## src/rtl/score_uart_tx.sv

```systemverilog
// Scoreboard snapshot transmitter: latches score_a/score_b/shot_clock on a send request
// and emits "Annn Bnnn Tnn\r\n" as 8N1 UART bytes, LSB first.
module score_uart_tx #(
  parameter int CLK_FREQ = 100000000,
  parameter int BAUD     = 115200
) (
  input  logic       clk,
  input  logic       rst,
  input  logic       send,
  input  logic [7:0] score_a,
  input  logic [7:0] score_b,
  input  logic [5:0] shot_clock,
  output logic       tx,
  output logic       busy,
  output logic       done
);

  localparam int DIV = CLK_FREQ / BAUD;
  localparam int CW  = (DIV > 1) ? $clog2(DIV) : 1;
  localparam logic [CW-1:0] BAUD_LAST = CW'(DIV - 1);

  if (DIV < 2) begin : g_div_check
    $error("score_uart_tx: CLK_FREQ/BAUD must be at least 2");
  end

  typedef enum logic [2:0] {S_IDLE, S_CONV, S_LOAD, S_START, S_DATA, S_STOP} state_t;

  state_t        state_q, state_d;
  logic [CW-1:0] baud_q, baud_d;
  logic [2:0]    bit_q, bit_d;
  logic [3:0]    idx_q, idx_d;
  logic [7:0]    shift_q, shift_d;
  logic [7:0]    ra_q, ra_d, rb_q, rb_d, rt_q, rt_d;
  logic [3:0]    ha_q, ha_d, ta_q, ta_d, hb_q, hb_d, tb_q, tb_d, tt_q, tt_d;
  logic          tx_q, tx_d, busy_q, busy_d, done_q, done_d;
  logic          conv_done_s, baud_end_s;
  logic [7:0]    frame_byte_s;

  // One repeated-subtraction step: {remainder, hundreds, tens}; units are what remains.
  function automatic logic [15:0] dec_step(input logic [7:0] rem, input logic [3:0] hund,
                                           input logic [3:0] tens);
    if (rem >= 8'd100) begin
      dec_step = {rem - 8'd100, hund + 4'd1, tens};
    end else if (rem >= 8'd10) begin
      dec_step = {rem - 8'd10, hund, tens + 4'd1};
    end else begin
      dec_step = {rem, hund, tens};
    end
  endfunction

  assign conv_done_s = (ra_q < 8'd10) && (rb_q < 8'd10) && (rt_q < 8'd10);
  assign baud_end_s  = (baud_q == BAUD_LAST);

  // Frame text: byte index to ASCII character.
  always_comb begin
    frame_byte_s = 8'h20;
    case (idx_q)
      4'd0:    frame_byte_s = 8'h41;
      4'd1:    frame_byte_s = 8'h30 | {4'h0, ha_q};
      4'd2:    frame_byte_s = 8'h30 | {4'h0, ta_q};
      4'd3:    frame_byte_s = 8'h30 | {4'h0, ra_q[3:0]};
      4'd5:    frame_byte_s = 8'h42;
      4'd6:    frame_byte_s = 8'h30 | {4'h0, hb_q};
      4'd7:    frame_byte_s = 8'h30 | {4'h0, tb_q};
      4'd8:    frame_byte_s = 8'h30 | {4'h0, rb_q[3:0]};
      4'd10:   frame_byte_s = 8'h54;
      4'd11:   frame_byte_s = 8'h30 | {4'h0, tt_q};
      4'd12:   frame_byte_s = 8'h30 | {4'h0, rt_q[3:0]};
      4'd13:   frame_byte_s = 8'h0D;
      4'd14:   frame_byte_s = 8'h0A;
      default: frame_byte_s = 8'h20;
    endcase
  end

  // Next-state and datapath for the frame sequencer.
  always_comb begin
    state_d = state_q;
    baud_d  = baud_q;
    bit_d   = bit_q;
    idx_d   = idx_q;
    shift_d = shift_q;
    ra_d = ra_q;  rb_d = rb_q;  rt_d = rt_q;
    ha_d = ha_q;  ta_d = ta_q;  hb_d = hb_q;  tb_d = tb_q;  tt_d = tt_q;
    done_d  = 1'b0;
    case (state_q)
      S_IDLE: begin
        if (send) begin
          ra_d = score_a;
          rb_d = score_b;
          rt_d = {2'b00, shot_clock};
          ha_d = 4'd0;  ta_d = 4'd0;  hb_d = 4'd0;  tb_d = 4'd0;  tt_d = 4'd0;
          idx_d   = 4'd0;
          state_d = S_CONV;
        end else begin
          state_d = S_IDLE;
        end
      end
      S_CONV: begin
        {ra_d, ha_d, ta_d} = dec_step(ra_q, ha_q, ta_q);
        {rb_d, hb_d, tb_d} = dec_step(rb_q, hb_q, tb_q);
        // shot_clock never reaches 100, so only the tens step applies
        if (rt_q >= 8'd10) begin
          rt_d = rt_q - 8'd10;
          tt_d = tt_q + 4'd1;
        end else begin
          rt_d = rt_q;
          tt_d = tt_q;
        end
        if (conv_done_s) begin
          state_d = S_LOAD;
        end else begin
          state_d = S_CONV;
        end
      end
      S_LOAD: begin
        shift_d = frame_byte_s;
        baud_d  = {CW{1'b0}};
        state_d = S_START;
      end
      S_START: begin
        if (baud_end_s) begin
          baud_d  = {CW{1'b0}};
          bit_d   = 3'd0;
          state_d = S_DATA;
        end else begin
          baud_d = baud_q + {{(CW-1){1'b0}}, 1'b1};
        end
      end
      S_DATA: begin
        if (baud_end_s) begin
          baud_d = {CW{1'b0}};
          if (bit_q == 3'd7) begin
            state_d = S_STOP;
          end else begin
            bit_d   = bit_q + 3'd1;
            shift_d = {1'b0, shift_q[7:1]};
          end
        end else begin
          baud_d = baud_q + {{(CW-1){1'b0}}, 1'b1};
        end
      end
      S_STOP: begin
        if (baud_end_s) begin
          baud_d = {CW{1'b0}};
          if (idx_q == 4'd14) begin
            state_d = S_IDLE;
            done_d  = 1'b1;
          end else begin
            idx_d   = idx_q + 4'd1;
            state_d = S_LOAD;
          end
        end else begin
          baud_d = baud_q + {{(CW-1){1'b0}}, 1'b1};
        end
      end
      default: state_d = S_IDLE;
    endcase

    // Line level follows the state being entered, so tx/busy/done change on the same edge
    busy_d = (state_d != S_IDLE);
    case (state_d)
      S_START: tx_d = 1'b0;
      S_DATA:  tx_d = shift_d[0];
      default: tx_d = 1'b1;
    endcase
  end

  // State and output registers with synchronous reset.
  always_ff @(posedge clk) begin
    if (rst) begin
      state_q <= S_IDLE;
      baud_q  <= {CW{1'b0}};
      bit_q   <= 3'd0;
      idx_q   <= 4'd0;
      shift_q <= 8'h00;
      ra_q <= 8'd0;  rb_q <= 8'd0;  rt_q <= 8'd0;
      ha_q <= 4'd0;  ta_q <= 4'd0;  hb_q <= 4'd0;  tb_q <= 4'd0;  tt_q <= 4'd0;
      tx_q    <= 1'b1;
      busy_q  <= 1'b0;
      done_q  <= 1'b0;
    end else begin
      state_q <= state_d;
      baud_q  <= baud_d;
      bit_q   <= bit_d;
      idx_q   <= idx_d;
      shift_q <= shift_d;
      ra_q <= ra_d;  rb_q <= rb_d;  rt_q <= rt_d;
      ha_q <= ha_d;  ta_q <= ta_d;  hb_q <= hb_d;  tb_q <= tb_d;  tt_q <= tt_d;
      tx_q    <= tx_d;
      busy_q  <= busy_d;
      done_q  <= done_d;
    end
  end

  assign tx   = tx_q;
  assign busy = busy_q;
  assign done = done_q;

endmodule

```

## config.mk

```make
export PLATFORM = sky130hd
export DESIGN_NAME = score_uart_tx
export DESIGN_NICKNAME = d
export VERILOG_FILES = /design/src/rtl/score_uart_tx.sv
export SDC_FILE = /design/constraint.sdc
export NUM_CORES = 1
export LEC_CHECK = 0
export ABC_AREA = 1
export CAP_MARGIN = 5
export CORE_UTILIZATION = 35
export CTS_BUF_LIST = sky130_fd_sc_hd__clkbuf_16
export CTS_CLUSTER_DIAMETER = 30
export CTS_CLUSTER_SIZE = 16
export DETAILED_ROUTE_END_ITERATION = 7
export GPL_ROUTABILITY_DRIVEN = 1
export PLACE_DENSITY_LB_ADDON = 0.12
export SYNTH_ARGS = -nofsm -noshare
export SYNTH_HDL_FRONTEND = slang
export SYNTH_SLANG_ARGS = --single-unit
```

## constraint.sdc

```tcl
create_clock -name clk -period 1.5 [get_ports clk]
set_input_delay 0.225 -clock clk [delete_from_list [all_inputs] [get_ports clk]]
set_output_delay 0.225 -clock clk [all_outputs]
set_load 0.01 [all_outputs]
```

Word-level counts from Yosys, hierarchy flattened. Cells that the tools add are included.

Bits of input ports: 25. Output and inout port bits: 3. Bits in registers: 75.

Reduce and logical (&&, ||, !) cells: 22. Equality and inequality tests: 36. Muxes and demuxes: 41. Add/subtract/negate cells: 13. $lt $le $gt $ge: 8. Bitwise gates (word level): 2.

Operator list (count): $pmux W7 S13 (1); $mux W16 (4); $pmux W8 S2 (4); $mux W8 (6); $pmux W4 S2 (6); $ne A2 B2 Y1 const B (13); $add A4 B1 Y4 const B (6); $eq A4 B4 Y1 const B (6); $ge A8 B4 Y1 const B (3); $lt A8 B4 Y1 const B (3); $sub A8 B4 Y8 const B (3); $mux W3 (7); $pmux W10 S2 (1); $pmux W3 S6 (1); $reduce_and A3 Y1 (6); $ge A8 B7 Y1 const B (2); $mux W4 (4); $reduce_and A4 Y1 (4); $sub A8 B7 Y8 const B (2); $eq A3 B3 Y1 const B (4); $eq A4 B3 Y1 const B (3); $add A10 B1 Y10 const B (1); $eq A10 B10 Y1 const B (1); $mux W10 (1); 17 further kinds (30).

Longest topological paths before layout.
Word-level depth: 7. Depth in mapped cells: 14. Depth with buffers taken out: 14.

Worst setup path after synthesis. No wires, ideal clock.

Kind: register -> register. Start: register rb_q[2]. End: register tx_q (netlist: tx). Arrival: 1534 ps. Required time: 1377 ps. Buffers on the path: 0. Setup slack: -156 ps. Cell stages (with the launch flop): 13. Cell sequence: dfxtp_1 -> inv_1 -> ha_1 -> a21oi_1 -> inv_1 -> nor2_1 -> nand3_1 -> nand2_1 -> nand3_1 -> nor2_1 -> nand2_1 -> nand2_1 -> nand2_1.

Longest elaborated chain between the ends: 7.

Ends and longest elaborated chain: start, declared (line 33) `logic [7:0] ra_q, ra_d, rb_q, rb_d, rt_q, rt_d;`; start signal, assigned (line 187) `ra_q <= ra_d; rb_q <= rb_d; rt_q <= rt_d;`; $lt A8 B4 Y1 (*) (line 51) `assign conv_done_s = (ra_q < 8'd10) && (rb_q < 8'd10) && (rt_q < 8'd10);`; $logic_and A1 B1 Y1 (*) (2 in series) (line 51); $mux W2 (*) (line 109) `if (conv_done_s) begin`; $pmux W3 S6 (*) (line 85) `case (state_q)`; $eq A3 B3 Y1 or $eq A3 B2 Y1 (tied branches) (line 161) `case (state_d)`; $pmux W1 S2 (*) (line 161); end signal, assigned (line 189) `tx_q <= tx_d;`; end, declared (line 35) `logic tx_q, tx_d, busy_q, busy_d, done_q, done_d;`.

Mark *: on every way between the ends. The rest lies on a longest branch, timed or not. A chain may end at the register's enable or synchronous reset.

Worst setup path after layout.
Start: register rb_q[2]. End: register rb_q[2].

Longest elaborated chain between the ends: 4.

Ends and longest elaborated chain: $sub A8 B4 Y8 (line 45) `dec_step = {rem - 8'd10, hund, tens + 4'd1};`; $mux W16 (line 44) `end else if (rem >= 8'd10) begin`; $mux W16 (line 42) `if (rem >= 8'd100) begin`; $pmux W8 S2 (line 85).

Several ways; a longest one is shown, not always the timed one. The select of a mux whose other input is x is not followed.

==> flow_summary.ini <==
[min_path]
worstHoldPathCells = 3
hold_class = input port to register

[clock_network]
cts_tree = done
path_clk_slew_ns = 0.06
clock_path_buffers = 2
numCtsBuffers = 9
clock-root-buffer = clkbuf_16
htreeDepth = 3
clock_latency_ns = 0.34
cts.sinks = 74

[timing]
setup_viol = 39
worst_slack_ns = -0.212
whs_ns = 0.439
drv_slew = 0
fmax_mhz = 584
fin_tns_setup_ns = -3.41
clock-skew-final_ns = 0.00557
timing.final.crit_share_pct = 114
rsz0062_at_grt = yes
relSlewSlack_pct = 77.6
post-route-min-period_ns = 1.71
tightest_slew_ns = 0.333
hold_viol_final = 0

[global_routing]
grt_usage_pct = 21.6
grt_pass1_wl_um = 24000
antenna_found_initial = 0
grt_max_degree = 40
first_global_vias = 5267
grt_overflow = 0

[route]
ant_nets = 0
drt_iter0_drc = 308
viasPerCell = 5.00
finalWirelength_um = 15000
drc = 0
dr.pass1.iters = 4
wl_per_cell_um = 14.1
vias = 5340

[floorplan]
initial_core_util_pct = 36.5
row_count = 41
core_region_area_mm2 = 0.0128
dieHeight_um = 117
die_w_um = 117
die_area_mm2 = 0.0138
io_pins = 28

[power_and_ir_drop]
cellLeakagePower_nw = 3.33
cellPowerDensity_mw_per_mm2 = 1670
peakVddDrop_uv = 741

[job]
maxCapViolations = 0

[logic_synthesis]
synth_adder_area_share_pct = 6.18
synth_top_family_by_area = simple AND/OR/NAND/NOR gates
synth_mux_area_share_pct = 0
synth_area_mm2 = 0.00466
synth_seq_cells = 74
synth_flop_cell = dfxtp_1
netlist-cell-type-count = 47
yosysSeqAreaShare_pct = 31.8
yosys_warnings = 0
synthCells = 696
synth-simple-area-share_pct = 32.2
synth_xor_area_share_pct = 3.01
synth_compound_area_share_pct = 17.0
synth-async-reset-ratio_pct = 0
syn_area_per_cell_um2 = 6.69
syn_nets = 744
synth_edf_count = 0

[placement]
gp_congestion = 0.900
dp_hpwl_um = 10600
io_buffers = 27

[final_layout]
post-route-util_pct = 60.5
num-fill-cells = 1111
final_nets = 940
multi_input_area_mm2 = 0.00357
drive_above_1_share_pct = 43.1
area_delta_synth_final_pct = 66.0
regArea_mm2 = 0.00152
antenna_cells = 0

[worst_setup_path]
worstPathMaxFanout = 5
critical_path.top_delay_family = simple AND/OR/NAND/NOR gates
r2r_cells = 14
cp-start-kind = register
crit_required_ns = 1.78
worstSetupPathType = register to register
cp.depth = 14
slowest_delay_ns = 0.36
slowest_stage = dfxtp_4
critPathCaptureType = register
worstPathArrival_ns = 1.99
worst-path-buf-inv = 6
path_cells = inv_4 -> buf_6 -> ha_4 -> nand2_2 -> inv_2 -> nor2_2 -> inv_2 -> nand3_4 -> nand2_4 -> o21ai_1 -> inv_1 -> o211ai_1 -> nand2_1 -> inv_1

[run_status]
violations = setup timing
status = finished, violations left
## worst min-delay path, stage by stage
cell,delay [ns]
clkdlybuf4s50_1,0.40
nand2_1,0.06
a21oi_1,0.05
## final cells by class
cell class	count	area share, %
repair buffers	202	22.7
multi-input cells	510	46.1
flip-flops and latches	74	19.6
inverters	95	5.16
clock inverters	6	0.663
well taps	172	2.78
clock buffers	9	2.91
## layer usage
layer	vias to the layer above	part of all wire (%)	wire (um)	GRT usage (%)
li1	2688	-	-	-
met1	2530	45	6730	25.9
met2	91	49	7410	36.8
met3	31	2.9	434	3.45
met4	0	3.0	449	12.1
met5	-	0	0	0
## what timing repair did
item / 4_1_cts / 5_1_grt
endpoints found under the hold margin: 0 / 0
resized for setup: 130 / 143
endpoints found under the setup margin: 59 / 64
buffers inserted: 20 / 15
pin swaps: 73 / 72
hold buffers: 0 / 0
gates cloned: 0 / 1
## synthesized netlist by cell type (5+ instances only)
cell	instances	share of area [%]
nand2_1	148	12
inv_1	86	6.9
dfxtp_1	74	32
nor2_1	74	6.0
a21oi_1	60	6.4
nand3_1	47	5.1
o21ai_0	45	4.8
ha_1	23	6.2
nand4_1	14	1.9
nor3_1	12	1.3
xor2_1	12	2.3
inv_2	8	0.64
nand2_2	8	1.1
clkbuf_1	7	0.56
o22ai_1	7	0.94
buf_2	6	0.64
nor2_2	5	0.67
o211ai_1	5	0.81
## power breakdown
part,leakage [nW],switching [W],total (W),internal (W)
Clock,0.145,0.000824,0.00208,0.00125
Combinational,2.57,0.00412,0.00802,0.00390
Sequential,0.611,0.000407,0.00283,0.00242
Total,3.33,0.00535,0.0129,0.00757
## flip-flops by register name, summed over array words and instances, names as in the netlist, 3 cells and up
name,flops
tt_q,4
tb_q,4
ha_q,4
ta_q,4
state_q,3
rb_q,8
ra_q,8
bit_q,3
idx_q,4
rt_q,8
hb_q,4
shift_q,7
baud_q,10
## path summary, 6_finish.rpt
| check | start | to | slack [ns] |
|---|---|---|---|
| min reg2reg | ra_q[0] | ra_q[0] | 0.47 |
| max | rb_q[2] | rb_q[2] | -0.21 |
| max reg2reg | rb_q[2] | rb_q[2] | -0.21 |
| min | score_a[0] | ra_q[0] | 0.44 |
## per-stage QoR
stage                     area (um2)  std cells  power, W  setup WS (ns)
final                           7730       1068    0.0129         -0.212
after global routing            7730       1068    0.0138         -0.295
after CTS                       7090       1055    0.0118         -0.137
after detailed placement        6230       1020   0.00856         -0.230
after global placement          6230       1020   0.00848         -0.196
after floorplan                 4720        696   0.00588        -0.0582
## cell families (layout without fill, tap and decap cells)
logic type / after synthesis / in the layout
simple gates: 329 / 329
compound gates: 142 / 142
buf+inv: 112 / 312
xor+xnor: 16 / 16
flops: 74 / 74
fa+ha+maj: 23 / 23
## layout by cell type, fill, tap and decap left out, types with 21 or more instances in the layout
cell             count
buf_4              147
clkdlybuf4s50_1     27
o21ai_1             21
inv_1               64
dfxtp_1             57
nor2_1              55
nand2_1            117
buf_6               21
nand3_1             37
a21oi_1             39
Note: power is estimated with default switching activity, not from simulation.
